File: config.mk
export PLATFORM = sky130hd
export DESIGN_NAME = data_mem_bridge
export DESIGN_NICKNAME = d
export VERILOG_FILES = /design/src/rtl/data_mem_bridge.sv
export SDC_FILE = /design/constraint.sdc
export NUM_CORES = 1
export LEC_CHECK = 0
export BUFFER_PORTS_ARGS = -buffer_cell sky130_fd_sc_hd__buf_2
export CAP_MARGIN = 20
export CORE_UTILIZATION = 35
export CTS_CLUSTER_SIZE = 8
export DETAILED_ROUTE_END_ITERATION = 12
export GPL_TIMING_DRIVEN = 1
export PLACE_DENSITY = 0.7
export SLEW_MARGIN = 20
export SYNTH_ARGS = -nofsm -noshare
export SYNTH_HDL_FRONTEND = slang
export SYNTH_SLANG_ARGS = --single-unit
File: constraint.sdc
create_clock -name clk -period 2.91 [get_ports clk]
set_clock_uncertainty 0.15 [all_clocks]
set_input_delay 0.1455 -clock clk [delete_from_list [all_inputs] [get_ports clk]]
set_output_delay 0.1455 -clock clk [all_outputs]
set_load 0.01 [all_outputs]
File: src/rtl/data_mem_bridge.sv
// data_mem_bridge
// Turns the core's single-cycle data-memory access into one registered
// valid/ready request on the external data bus. The core is held on Stall
// until the matching response returns. A watchdog abandons accesses that
// take too long. Bus errors and timeouts are reported on Fault and FaultSticky.
//
// Ports
//   clk, reset          system clock (rising edge), synchronous active-high reset
//   MemEn/MemWrite      core access request and direction (1 = store)
//   ByteEn/MemAdr       byte lanes and byte address from the core
//   MemWriteData        lane-positioned store data
//   MemReadData         load data; valid only in the completion cycle, 0 for stores
//   Stall               hold the core; combinational so the issue cycle stalls too
//   Fault/FaultSticky   per-access failure pulse / failure flag held until reset
//   BusReq*             latched request towards the bus (address word aligned)
//   BusResp*            bus response; BusRespError qualifies BusRespValid
//
// state      | meaning
// -----------+-----------------------------------------------------------
// ST_IDLE    | no access outstanding; MemEn latches a new request
// ST_REQ     | BusReqValid high, waiting for BusReqReady
// ST_WAIT_RESP | request accepted, waiting for BusRespValid
// ST_DONE    | one cycle: result and Fault presented, Stall released
module data_mem_bridge #(
    parameter int BIT_COUNT      = 32,
    parameter int TIMEOUT_CYCLES = 64
) (
    input  logic                 clk,
    input  logic                 reset,
    input  logic                 MemEn,
    input  logic                 MemWrite,
    input  logic [3:0]           ByteEn,
    input  logic [BIT_COUNT-1:0] MemAdr,
    input  logic [31:0]          MemWriteData,
    output logic [31:0]          MemReadData,
    output logic                 Stall,
    output logic                 Fault,
    output logic                 FaultSticky,
    output logic                 BusReqValid,
    input  logic                 BusReqReady,
    output logic                 BusWrite,
    output logic [3:0]           BusByteEn,
    output logic [BIT_COUNT-1:0] BusAdr,
    output logic [31:0]          BusWriteData,
    input  logic                 BusRespValid,
    input  logic [31:0]          BusRespData,
    input  logic                 BusRespError
);

    generate
        if (BIT_COUNT != 32 && BIT_COUNT != 64) begin : g_bad_width
            $error("data_mem_bridge: BIT_COUNT must be 32 or 64");
        end
        if (TIMEOUT_CYCLES < 2) begin : g_bad_timeout
            $error("data_mem_bridge: TIMEOUT_CYCLES must be at least 2");
        end
    endgenerate

    // The counter never needs to hold more than TIMEOUT_CYCLES-1.
    localparam int CW = $clog2(TIMEOUT_CYCLES);
    localparam logic [CW-1:0] CNT_LAST = CW'(TIMEOUT_CYCLES - 1);

    typedef enum logic [1:0] {
        ST_IDLE,
        ST_REQ,
        ST_WAIT_RESP,
        ST_DONE
    } state_t;

    state_t                state, state_next;
    logic [CW-1:0]         cnt, cnt_next;
    logic                  write_q;
    logic [3:0]            be_q;
    logic [BIT_COUNT-1:0]  adr_q;
    logic [31:0]           wdata_q;
    logic [31:0]           rdata_q;
    logic                  err_q;
    logic                  sticky_q;

    logic                  timeout;
    logic                  finish;
    logic                  finish_err;
    logic [31:0]           finish_data;

    always_comb begin
        state_next  = state;
        cnt_next    = cnt;
        finish      = 1'b0;
        finish_err  = 1'b0;
        finish_data = '0;
        timeout     = (cnt == CNT_LAST);
        case (state)
            ST_IDLE: begin
                if (MemEn) begin
                    state_next = ST_REQ;
                    cnt_next   = '0;
                end
            end
            ST_REQ: begin
                cnt_next = cnt + 1'b1;
                // Responses are meaningless before acceptance and are ignored here.
                // On the last allowed cycle the watchdog wins over a late accept.
                if (timeout) begin
                    state_next = ST_DONE;
                    finish     = 1'b1;
                    finish_err = 1'b1;
                end else if (BusReqReady) begin
                    state_next = ST_WAIT_RESP;
                end
            end
            ST_WAIT_RESP: begin
                cnt_next = cnt + 1'b1;
                // A response on the timeout cycle still completes normally.
                if (BusRespValid) begin
                    state_next  = ST_DONE;
                    finish      = 1'b1;
                    finish_err  = BusRespError;
                    finish_data = write_q ? 32'h0 : BusRespData;
                end else if (timeout) begin
                    state_next = ST_DONE;
                    finish     = 1'b1;
                    finish_err = 1'b1;
                end
            end
            ST_DONE: begin
                state_next = ST_IDLE;
            end
            default: begin
                state_next = ST_IDLE;
            end
        endcase
    end

    always_ff @(posedge clk) begin
        if (reset) begin
            state    <= ST_IDLE;
            cnt      <= '0;
            write_q  <= 1'b0;
            be_q     <= '0;
            adr_q    <= '0;
            wdata_q  <= '0;
            rdata_q  <= '0;
            err_q    <= 1'b0;
            sticky_q <= 1'b0;
        end else begin
            state <= state_next;
            cnt   <= cnt_next;
            if (state == ST_IDLE && MemEn) begin
                write_q <= MemWrite;
                be_q    <= ByteEn;
                adr_q   <= MemAdr & ~BIT_COUNT'(3);
                wdata_q <= MemWriteData;
            end
            if (finish) begin
                rdata_q <= finish_data;
                err_q   <= finish_err;
                if (finish_err) begin
                    sticky_q <= 1'b1;
                end
            end
        end
    end

    assign Stall        = (state == ST_IDLE) ? MemEn : (state != ST_DONE);
    assign BusReqValid  = (state == ST_REQ);
    assign BusWrite     = write_q;
    assign BusByteEn    = be_q;
    assign BusAdr       = adr_q;
    assign BusWriteData = wdata_q;
    assign MemReadData  = (state == ST_DONE) ? rdata_q : 32'h0;
    assign Fault        = (state == ST_DONE) && err_q;
    assign FaultSticky  = sticky_q;

endmodule
==> impl_results.md <==
- Slowest cell delay on critical path: 600 ps
- Top cells by area, synth: dfxtp_1 (49%), nand2_1 (15%), a21oi_1 (12%)
- Skew-Pair Late Insertion Delay: 340 ps
- Fmax: ~0.45 GHz
- Endpoints failing setup: 0
- Total number of vias: 4782
- Kind of critical path: flip-flop to flip-flop
- Final setup margin: 667 ps
- RSZ-0062 raised after global routing: false
- Startpoint class of the critical path: flip-flop
- Die X-Extent: 114 um
- CP delay by family, top: compound AO/OA/AOI/OAI gates
- Internal power: 2.94 mW
- Hold Path Class: input port to flip-flop
- Mapped Cells: 549
- Routed wire length: 13700 um
- Core ar.: 12200 sq um
- Max rail drop VDD: 0.487 mV
- First-pass GRT wire length: 21500 um
- Post-layout util: a little under three fifths
- Hold Fails Final Rpt: 0
- Leakage: 2.99 nW
- Detail Route met2 WL: 6580 um
- CP bufs+invs: 1
- Hold-fix buffers, CTS: 99
- Initial DRC count: about 380
- Final antenna-violating net count: 0
- Overflow after GRT: 0
- Syn_area_per_cell: 8.06 sq um
- Sequential area share after synthesis: between 40% and 50%
- Largest net degree at the start of global routing: 56
- Final Max Tran Viols: 0
- Crit share post-route: 77.1%
- Clock Tree Buf Depth: 2
- Root Buffer: clkbuf_16
- Share of post-route cells with drive strength above 1: 27.9%
- Initial antenna violation count: 1
- Yosys top cell area share: 49.3%
- All-layer global routing usage: 20.8%
- Total of max-cap violations: 0
- Worst path arrival time: 2370 ps
- Clock transition at the registers of the reported paths: 70 ps
- H-tree levels: 3
- # rows: 40
- Largest area contributor in the netlist: dfxtp_1
- Via/cell ratio: 4.78
- CP endpoint kind: flip-flop
- RePlAce Congestion: roughly 0.74
- Sw Pwr: 1.65 mW
- Top Ports: approximately 210
- Count of cell types in the netlist: 35
- Die Y: roughly 110 um
- CP cell instances: inv_1, ha_1, nand4_1, o2bb2a_4, o21bai_1, a21oi_1
- Wirelength per Cell: 13.7 um
- FF-to-FF setup slack: about 670 ps
- Setup TNS Final: 0 ps
- Number of global-route vias before repair: 4431
- Cts repair resizes: 0
- Slew headroom: about two fifths
- DR DRC count: 0
- PortBufs: around 210
- Register bit total from synthesis: 109
- Required @ worst endpoint: 3040 ps
- Pwr Density: 677 nW/um^2
- Mapped Area: ~4400 sq um
- Met3 wire length: 1280 um
- Drt pass-1 iters: 4
- CTS Buf Count: 9
- Worst slew pin tran: a little over 900 ps
- Tightest hold margin: 71.5 ps
- Nets: 940
- Highest metal layer with signal wires: met5
- Max FO, Critical Path: 34
- Antenna diode count: 0
- TritonCTS clock tree: yes
- Clock Sinks: 109
- Synthesis Warnings: 0
- Clock power share: 24.4%
- Place WS: 687 ps
- Seq pwr share: 40.2%
- Status: finished, final reports clean
- Setup bufs post-CTS: 0
- M1 WL: 5540 um
- Slowest cell on crit path: ha_1
- Switch share: between 30% and 40%
- Area growth from synthesis to layout: 53.5%
- Combinational power share: between 30 and 40%
- Starting density of the core: 36.4%
- Final HPWL DP: around 7700 um
- Die area: between 10000 and 15000 sq um
- Fin crit period: 2240 ps
==> flip-flops by register name, indices dropped and copies added, names as in the netlist <==
signal        flops
err_q             1
cnt               6
BusAdr           30
rdata_q          32
FaultSticky       1
BusWriteData     32
BusByteEn         4
BusWrite          1
state             2
==> worst paths after layout <==
kind                     start          end  depth (start not counted)
setup / recovery      state[0]  FaultSticky                          6
hold / removal    BusRespError        err_q                          4
setup reg to reg      state[0]  FaultSticky                          6
hold reg to reg    rdata_q[19]  rdata_q[19]                          2
==> power groups by stage <==
| stage | combinational, mW | clock, mW | sequential (mW) |
|---|---|---|---|
| global route | 1.80 | 1.22 | 1.87 |
| floorplan | 0.933 | 0 | 1.93 |
| global placement | 1.51 | 0 | 1.87 |
| finish | 1.63 | 1.12 | 1.85 |
| CTS | 1.62 | 1.16 | 1.84 |
| detailed placement | 1.51 | 0 | 1.87 |
==> tightest hold or removal path, stage by stage <==
cell and delay [ps]:
buf_2 80, nand2b_1 100, o21bai_1 90, a21oi_1 120
==> layout by cell type (no fill, tap or decap), types with 2 or more instances in the layout <==
master         count
nor2b_1            3
ha_1               5
buf_4              8
nor2_1             3
nor3_1             4
conb_1             2
buf_2            206
and2_1            34
dfxtp_1          109
inv_1              4
o21bai_1           2
o21ai_0            4
nand2_1          171
dlygate4sd3_1     99
buf_12             2
a21oi_1          105
clkbuf_16          9
clkbuf_1           4
nand3_1            3
nand4b_1          32
nand2b_1           4
==> logic make-up after synthesis <==
group / after synthesis / synth area share, %
other cells: 1 / 0.0848
compound gates: 119 / 14.5
simple gates: 261 / 28.6
fa+ha+maj: 5 / 1.41
buf+inv: 52 / 5.66
flops: 109 / 49.3
mux: 1 / 0.226
xor+xnor: 1 / 0.198
==> cells in the mapped netlist (all sizes together) <==
cell type / instances
mux2i: 1
o22ai: 1
o21bai: 2
clkbuf: 24
nand3: 3
nor2: 3
inv: 4
or2: 1
nor2b: 3
nand2b: 4
buf: 24
nand3b: 1
nand2: 172
a311oi: 1
o211ai: 1
nand4b: 32
and2: 36
ha: 5
a21oi: 105
xnor2: 1
nor3: 4
o2bb2a: 1
nand4: 1
a22oi: 1
or3: 1
conb: 1
dfxtp: 109
a32oi: 1
o21ai: 4
a21o: 1
a31oi: 1
==> stage by stage <==
stage	instance area (sq um)	cells	power (mW)
after floorplan	4430	550	2.87
after global placement	5540	886	3.37
after detailed placement	5540	886	3.38
after CTS	6790	1000	4.62
after global routing	6790	1000	4.89
final	6790	1000	4.59
==> per-layer routing <==
layer | global-route usage [%] | up-vias
met4 | 6.93 | 2
met3 | 8.73 | 25
met2 | 34.9 | 195
met1 | 23.9 | 2189
li1 | - | 2371
met5 | 0 | -
==> cell type report <==
type                            instances  area (sq um)
Tap cell                              168           210
Multi-Input combinational cell        389          2000
Clock inverter                          1          7.51
Timing Repair Buffer                  315          2120
Fill cell                            1081          5370
Clock buffer                           14           254
Sequential cell                       109          2180
Inverter                                4          15.0
Power figures use the tool's default switching activity.
